$ cat config.mk
export PLATFORM = sky130hd
export DESIGN_NAME = rst_seq_ctrl
export DESIGN_NICKNAME = d
export VERILOG_FILES = /design/src/rtl/rst_seq_ctrl.sv
export SDC_FILE = /design/constraint.sdc
export NUM_CORES = 1
export LEC_CHECK = 0
export CORE_MARGIN = 8
export CORE_UTILIZATION = 55
export DETAILED_ROUTE_END_ITERATION = 10
export PLACE_DENSITY = 0.79
export SLEW_MARGIN = 20
export SYNTH_ARGS = -nofsm -noshare
export SYNTH_HDL_FRONTEND = slang
export SYNTH_SLANG_ARGS = --single-unit
$ cat constraint.sdc
create_clock -name USER_CLK -period 2.1 [get_ports USER_CLK]
set_input_delay 0.21 -clock USER_CLK [delete_from_list [all_inputs] [get_ports USER_CLK]]
set_output_delay 0.21 -clock USER_CLK [all_outputs]
set_load 0.005 [all_outputs]
$ cat src/rtl/rst_seq_ctrl.sv
// rst_seq_ctrl: releases per-domain resets and clock enables one domain at a
// time in index order. Each domain must report ready before the next one is
// released. Also handles a 4-phase soft-reset handshake and a sticky
// ready-timeout error that can be cleared by ERR_CLR.
module rst_seq_ctrl #(
   parameter int NUM_DOMAINS   = 4,
   parameter int INIT_DELAY    = 4,
   parameter int STAGE_DELAY   = 8,
   parameter int HOLD_CYCLES   = 16,
   parameter int READY_TIMEOUT = 1024,
   localparam int IDX_W = (NUM_DOMAINS > 1) ? $clog2(NUM_DOMAINS) : 1
) (
   input  logic                   USER_CLK,
   input  logic                   USER_RST,
   output logic [NUM_DOMAINS-1:0] DOM_RST,
   output logic [NUM_DOMAINS-1:0] DOM_CE,
   input  logic [NUM_DOMAINS-1:0] DOM_READY,
   input  logic                   SW_RST_REQ,
   output logic                   SW_RST_ACK,
   output logic                   SEQ_DONE,
   output logic                   SEQ_ERROR,
   output logic [IDX_W-1:0]       ERR_DOMAIN,
   input  logic                   ERR_CLR
);

   // One shared down-counter, sized for the largest delay it ever loads.
   localparam int MAX_A   = (INIT_DELAY > STAGE_DELAY) ? INIT_DELAY : STAGE_DELAY;
   localparam int MAX_B   = (HOLD_CYCLES > READY_TIMEOUT) ? HOLD_CYCLES : READY_TIMEOUT;
   localparam int CNT_MAX = (MAX_A > MAX_B) ? MAX_A : MAX_B;
   localparam int CW      = $clog2(CNT_MAX + 1);

   localparam logic [IDX_W-1:0] LAST_IDX = IDX_W'(NUM_DOMAINS - 1);
   localparam logic [CW-1:0]    CNT_ONE  = CW'(1);

   typedef enum logic [2:0] {
      S_INIT_WAIT,
      S_WAIT_READY,
      S_GAP,
      S_RUNNING,
      S_HOLD,
      S_ERROR
   } state_t;

   state_t                 state, state_nxt;
   logic [IDX_W-1:0]       idx, idx_nxt;
   logic [CW-1:0]          count, count_nxt;
   logic [NUM_DOMAINS-1:0] rst_q, rst_nxt;
   logic [NUM_DOMAINS-1:0] ce_q, ce_nxt;
   logic                   ack_q, ack_nxt;
   logic                   done_q, done_nxt;
   logic                   err_q, err_nxt;
   logic [IDX_W-1:0]       err_dom_q, err_dom_nxt;
   logic                   pending, pending_nxt;

   // Next-state and next-output logic for the sequencer FSM.
   always_comb begin
      // NOTE: every signal gets a default first so no path leaves it unassigned (no latches).
      state_nxt   = state;
      idx_nxt     = idx;
      count_nxt   = count;
      rst_nxt     = rst_q;
      ce_nxt      = ce_q;
      ack_nxt     = ack_q;
      done_nxt    = done_q;
      err_nxt     = err_q;
      err_dom_nxt = err_dom_q;
      pending_nxt = pending;

      // ACK completes the handshake once the requester lets go.
      if (ack_q && !SW_RST_REQ) ack_nxt = 1'b0;

      case (state)
         S_INIT_WAIT: begin
            if (count == CNT_ONE) begin
               idx_nxt    = '0;
               rst_nxt[0] = 1'b0;
               ce_nxt[0]  = 1'b1;
               count_nxt  = CW'(READY_TIMEOUT);
               state_nxt  = S_WAIT_READY;
            end else begin
               count_nxt = count - CNT_ONE;
            end
         end

         S_WAIT_READY: begin
            if (DOM_READY[idx]) begin
               if (idx == LAST_IDX) begin
                  done_nxt  = 1'b1;
                  state_nxt = S_RUNNING;
                  if (pending) begin
                     ack_nxt     = 1'b1;
                     pending_nxt = 1'b0;
                  end
               end else if (STAGE_DELAY == 0) begin
                  // Zero gap: the next domain is released on the same edge that sees ready.
                  idx_nxt                  = idx + IDX_W'(1);
                  rst_nxt[idx + IDX_W'(1)] = 1'b0;
                  ce_nxt[idx + IDX_W'(1)]  = 1'b1;
                  count_nxt                = CW'(READY_TIMEOUT);
               end else begin
                  count_nxt = CW'(STAGE_DELAY);
                  state_nxt = S_GAP;
               end
            end else if (count == CNT_ONE) begin
               err_nxt     = 1'b1;
               err_dom_nxt = idx;
               rst_nxt     = '1;
               ce_nxt      = '0;
               state_nxt   = S_ERROR;
            end else begin
               count_nxt = count - CNT_ONE;
            end
         end

         S_GAP: begin
            if (count == CNT_ONE) begin
               idx_nxt                  = idx + IDX_W'(1);
               rst_nxt[idx + IDX_W'(1)] = 1'b0;
               ce_nxt[idx + IDX_W'(1)]  = 1'b1;
               count_nxt                = CW'(READY_TIMEOUT);
               state_nxt                = S_WAIT_READY;
            end else begin
               count_nxt = count - CNT_ONE;
            end
         end

         S_RUNNING: begin
            // A request still being acknowledged must not retrigger.
            if (SW_RST_REQ && !ack_q) begin
               pending_nxt = 1'b1;
               done_nxt    = 1'b0;
               rst_nxt     = '1;
               ce_nxt      = '0;
               count_nxt   = CW'(HOLD_CYCLES);
               state_nxt   = S_HOLD;
            end
         end

         S_HOLD: begin
            if (count == CNT_ONE) begin
               count_nxt = CW'(INIT_DELAY);
               state_nxt = S_INIT_WAIT;
            end else begin
               count_nxt = count - CNT_ONE;
            end
         end

         S_ERROR: begin
            if (ERR_CLR) begin
               err_nxt   = 1'b0;
               count_nxt = CW'(HOLD_CYCLES);
               state_nxt = S_HOLD;
            end
         end

         default: begin
            rst_nxt   = '1;
            ce_nxt    = '0;
            done_nxt  = 1'b0;
            count_nxt = CW'(INIT_DELAY);
            state_nxt = S_INIT_WAIT;
         end
      endcase
   end

   // State and registered outputs; USER_RST overrides everything at the edge it is sampled.
   always_ff @(posedge USER_CLK) begin
      // NOTE: non-blocking assignments so every register updates from pre-edge values.
      if (USER_RST) begin
         state     <= S_INIT_WAIT;
         idx       <= '0;
         count     <= CW'(INIT_DELAY);
         rst_q     <= '1;
         ce_q      <= '0;
         ack_q     <= 1'b0;
         done_q    <= 1'b0;
         err_q     <= 1'b0;
         err_dom_q <= '0;
         pending   <= 1'b0;
      end else begin
         state     <= state_nxt;
         idx       <= idx_nxt;
         count     <= count_nxt;
         rst_q     <= rst_nxt;
         ce_q      <= ce_nxt;
         ack_q     <= ack_nxt;
         done_q    <= done_nxt;
         err_q     <= err_nxt;
         err_dom_q <= err_dom_nxt;
         pending   <= pending_nxt;
      end
   end

   assign DOM_RST    = rst_q;
   assign DOM_CE     = ce_q;
   assign SW_RST_ACK = ack_q;
   assign SEQ_DONE   = done_q;
   assign SEQ_ERROR  = err_q;
   assign ERR_DOMAIN = err_dom_q;

endmodule
==> results.cfg, run 1 <==
[drt]
drc = 0
vias_per_cell = 6.39
num_vias = 1886
drtAntennaViolNets = 0
drt_wl_total_mm = 4.99
drt_first_pass_iters = 4
wl_per_cell_um = 16.9
drt_iter0_markers = 199

[grt]
grt_max_degree = 21
grt_use_total = 0.198
grt_pass1_vias = 1791
grt_pass1_wl_mm = 8.30
antenna_found_initial = 0
grt_overflow = 0

[logic_synthesis]
ys_seq_area_frac = 0.344
syn_area_per_cell_sq_um = 8.47
synth_edf_count = 0
syn_area_sq_um = 1750
yosysWarnings = 0
yosys.area.top_type = dfxtp_1
async_flop_share = 0
synth_flop_cell = dfxtp_1
syn-instance-count = 206
synth.top_cell.area_share = 0.344
yosys_register_bits = 30
synth_fp_nets = 220
synth_cell_types = 55
synth_area_leaders = dfxtp_1 34%, a21oi_1 4.6%, ha_1 4.3%

[placed_design]
dpl.hpwl_mm = 3.75
dp_worst_setup_slack_ns = -0.146
place.gp.congestion = 0.965
placed_area_sq_um = 2130
port-buffer-count = 20

[floorplan]
die_w_um = 72.3
die_area_sq_um = 5230
io_pins = 21
die_h_um = 72.3
start_util = 0.576
coreArea_sq_um = 3030
placementRows = 20

[timing]
fin_crit_ns = 2.08
max_freq_mhz = 481
rsz0062_at_grt = yes
slew_violations = 0
finalHoldViolations = 0
setup_violations = 0
hold_slack_ns = 0.461
worst_pin_slew_ns = 0.527
fin_ws_ns = 0.0197
post-route-period-util = 0.991
tns_ns = 0
relSlewSlack = 0.644
final.setup_skew_ns = 0.00876

[clocking]
cts_tree = built
clk_pin_slew_worst_paths_ns = 0.11
clkSinkCount = 30
h-tree-depth = 2
cts_buffers = 5
clock_latency_ns = 0.35
holdBufCountCts = 0
cts_buffer_depth = 2
clockRootBuffer = clkbuf_4

[power]
p_seq_frac = 0.330
power.total_uw = 2390
vdd_drop_max_uv = 741
power.internal_uw = 1400
p_switching_uw = 995
pwr_density_cell_nw_per_um2 = 1060
p_sw_frac = 0.416
p_clk_frac = 0.201
p_leak_uw = 0.000867
p_comb_frac = 0.468

[finish]
layout-area-overhead-vs-synth_pct = 29.5
final_cell_mix = 30 x dfxtp_1, 25 x buf_4, 20 x clkdlybuf4s50_1, 16 x a21oi_1
n_antenna_cell = 0
layout_commonest_cell = dfxtp_1
layout-drive-gt1-share = 0.219
fillCellCount = 239
nets = 264
finish.instance_area_sq_um = 2260

[critical_path]
cp-start-kind = flop
cp_data_arrival_time_ns = 2.32
endpoint_kind = flop
cp_slowest_cell = nor4b_1
required_ns = 2.34
worst_path_largest_cell_delay_ns = 0.45
worstSetupPathType = reg -> reg
path_max_fanout = 6
path_cells = inv_1 -> ha_1 -> nor4b_1 -> nand3_1 -> nor2_4 -> nor2_2 -> buf_4 -> a311oi_1

[hold_path]
hold_path.class = reg -> reg

[run]
maxCapViolCount = 0

[status]
status = finished, final reports clean
-- worst max-delay path, delay by kind of cell, from the launching register on --
family / cells / cell delay (ns)
fa+ha+maj: 1 / 0.16
simple gates: 4 / 0.96
compound gates: 1 / 0.29
flops: 1 / 0.33
buf+inv: 2 / 0.23
-- per-stage QoR --
| step | cells | utilization |
|---|---|---|
| 2_1_floorplan | 206 | - |
| 3_5_place_dp | 285 | 0.705 |
| 6_report | 295 | 0.746 |
| 4_1_cts | 293 | 0.732 |
| 5_1_grt | 295 | 0.746 |
| 3_3_place_gp | 285 | 0.705 |
-- power by group through the flow --
stage	Combinational [uW]	Sequential (uW)	Clock, uW
after global placement	1010	785	0
after detailed placement	1050	793	0
after CTS	1060	781	492
after floorplan	743	765	0
after global routing	1210	804	509
final	1120	790	481
-- metal layers --
metal	GRT usage	wire [um]	vias up
li1	-	-	873
met1	0.228	2010	886
met2	0.316	2350	99
met3	0.0647	441	28
met4	0.104	189	0
met5	0	0	-
-- registers in the layout, indices dropped and copies added (netlist names) --
signal      flops
DOM_RST         4
SEQ_ERROR       1
idx             2
SW_RST_ACK      1
DOM_CE          4
count          11
pending         1
SEQ_DONE        1
ERR_DOMAIN      2
state           3
-- cell usage after synthesis (3+ instances only) --
cell / instances
and2_1: 5
o31ai_1: 4
clkbuf_1: 6
dfxtp_1: 30
a311oi_1: 5
nand4_1: 5
a31oi_1: 4
nor3_1: 6
ha_1: 6
nand2_1: 15
o211ai_1: 3
nand3_1: 7
a21oi_1: 16
nor2_1: 9
o21ai_0: 14
nand2b_1: 4
inv_1: 11
o21a_1: 5
a211oi_1: 3
or2_2: 3
-- cells by family after synthesis --
family	after synthesis	synth area share
AOI/OAI and AO/OA	78	0.313
xor gates and xnor gates	2	0.0100
adders and majority gates	6	0.0430
buffers and inverters	19	0.0459
DFF	30	0.344
muxes	1	0.0129
and+or+nand+nor	70	0.231
-- final timing paths --
| path | startpoint | slack, ns | cells after the start | endpoint |
|---|---|---|---|---|
| min reg2reg | ERR_DOMAIN[0] | 0.46 | 2 | ERR_DOMAIN[0] |
| max | count[1] | 0.02 | 8 | count[8] |
| min | ERR_DOMAIN[0] | 0.46 | 2 | ERR_DOMAIN[0] |
| max reg2reg | count[1] | 0.02 | 8 | count[8] |
-- repair_timing --
item,in CTS,in global routing
buffers inserted,0,2
hold endpoints to repair,0,0
endpoints found under the setup margin,0,21
resized for setup,0,7
-- cell type report --
cell class | instances | area [sq um] | share of cell area
sequential | 30 | 601 | 0.266
tap | 44 | 55.1 | 0.0244
timing repair buffer | 45 | 388 | 0.172
multi-input combinational | 157 | 1090 | 0.483
clock inverter | 3 | 45.0 | 0.0199
clock buffer | 5 | 37.5 | 0.0166
inverter | 11 | 41.3 | 0.0183
Power figures use the tool's default switching activity.
==> run 2: changes to the inputs <==
--- a/config.mk
+++ b/config.mk
@@ -5,6 +5,7 @@
 export SDC_FILE = /design/constraint.sdc
 export NUM_CORES = 1
 export LEC_CHECK = 0
+export ABC_CLOCK_PERIOD_IN_PS = 2100
 export CORE_MARGIN = 8
 export CORE_UTILIZATION = 55
 export DETAILED_ROUTE_END_ITERATION = 10
==> results of run 2 <==
The final DEF is identical to that of run 1; final timing and power are the same.
==> run 3: changes to the inputs <==
--- a/config.mk
+++ b/config.mk
@@ -6,6 +6,7 @@
 export NUM_CORES = 1
 export LEC_CHECK = 0
 export ABC_CLOCK_PERIOD_IN_PS = 2100
+export CAP_MARGIN = 20
 export CORE_MARGIN = 8
 export CORE_UTILIZATION = 55
 export DETAILED_ROUTE_END_ITERATION = 10
==> results of run 3 <==
The final DEF is identical to that of run 1; final timing and power are the same.
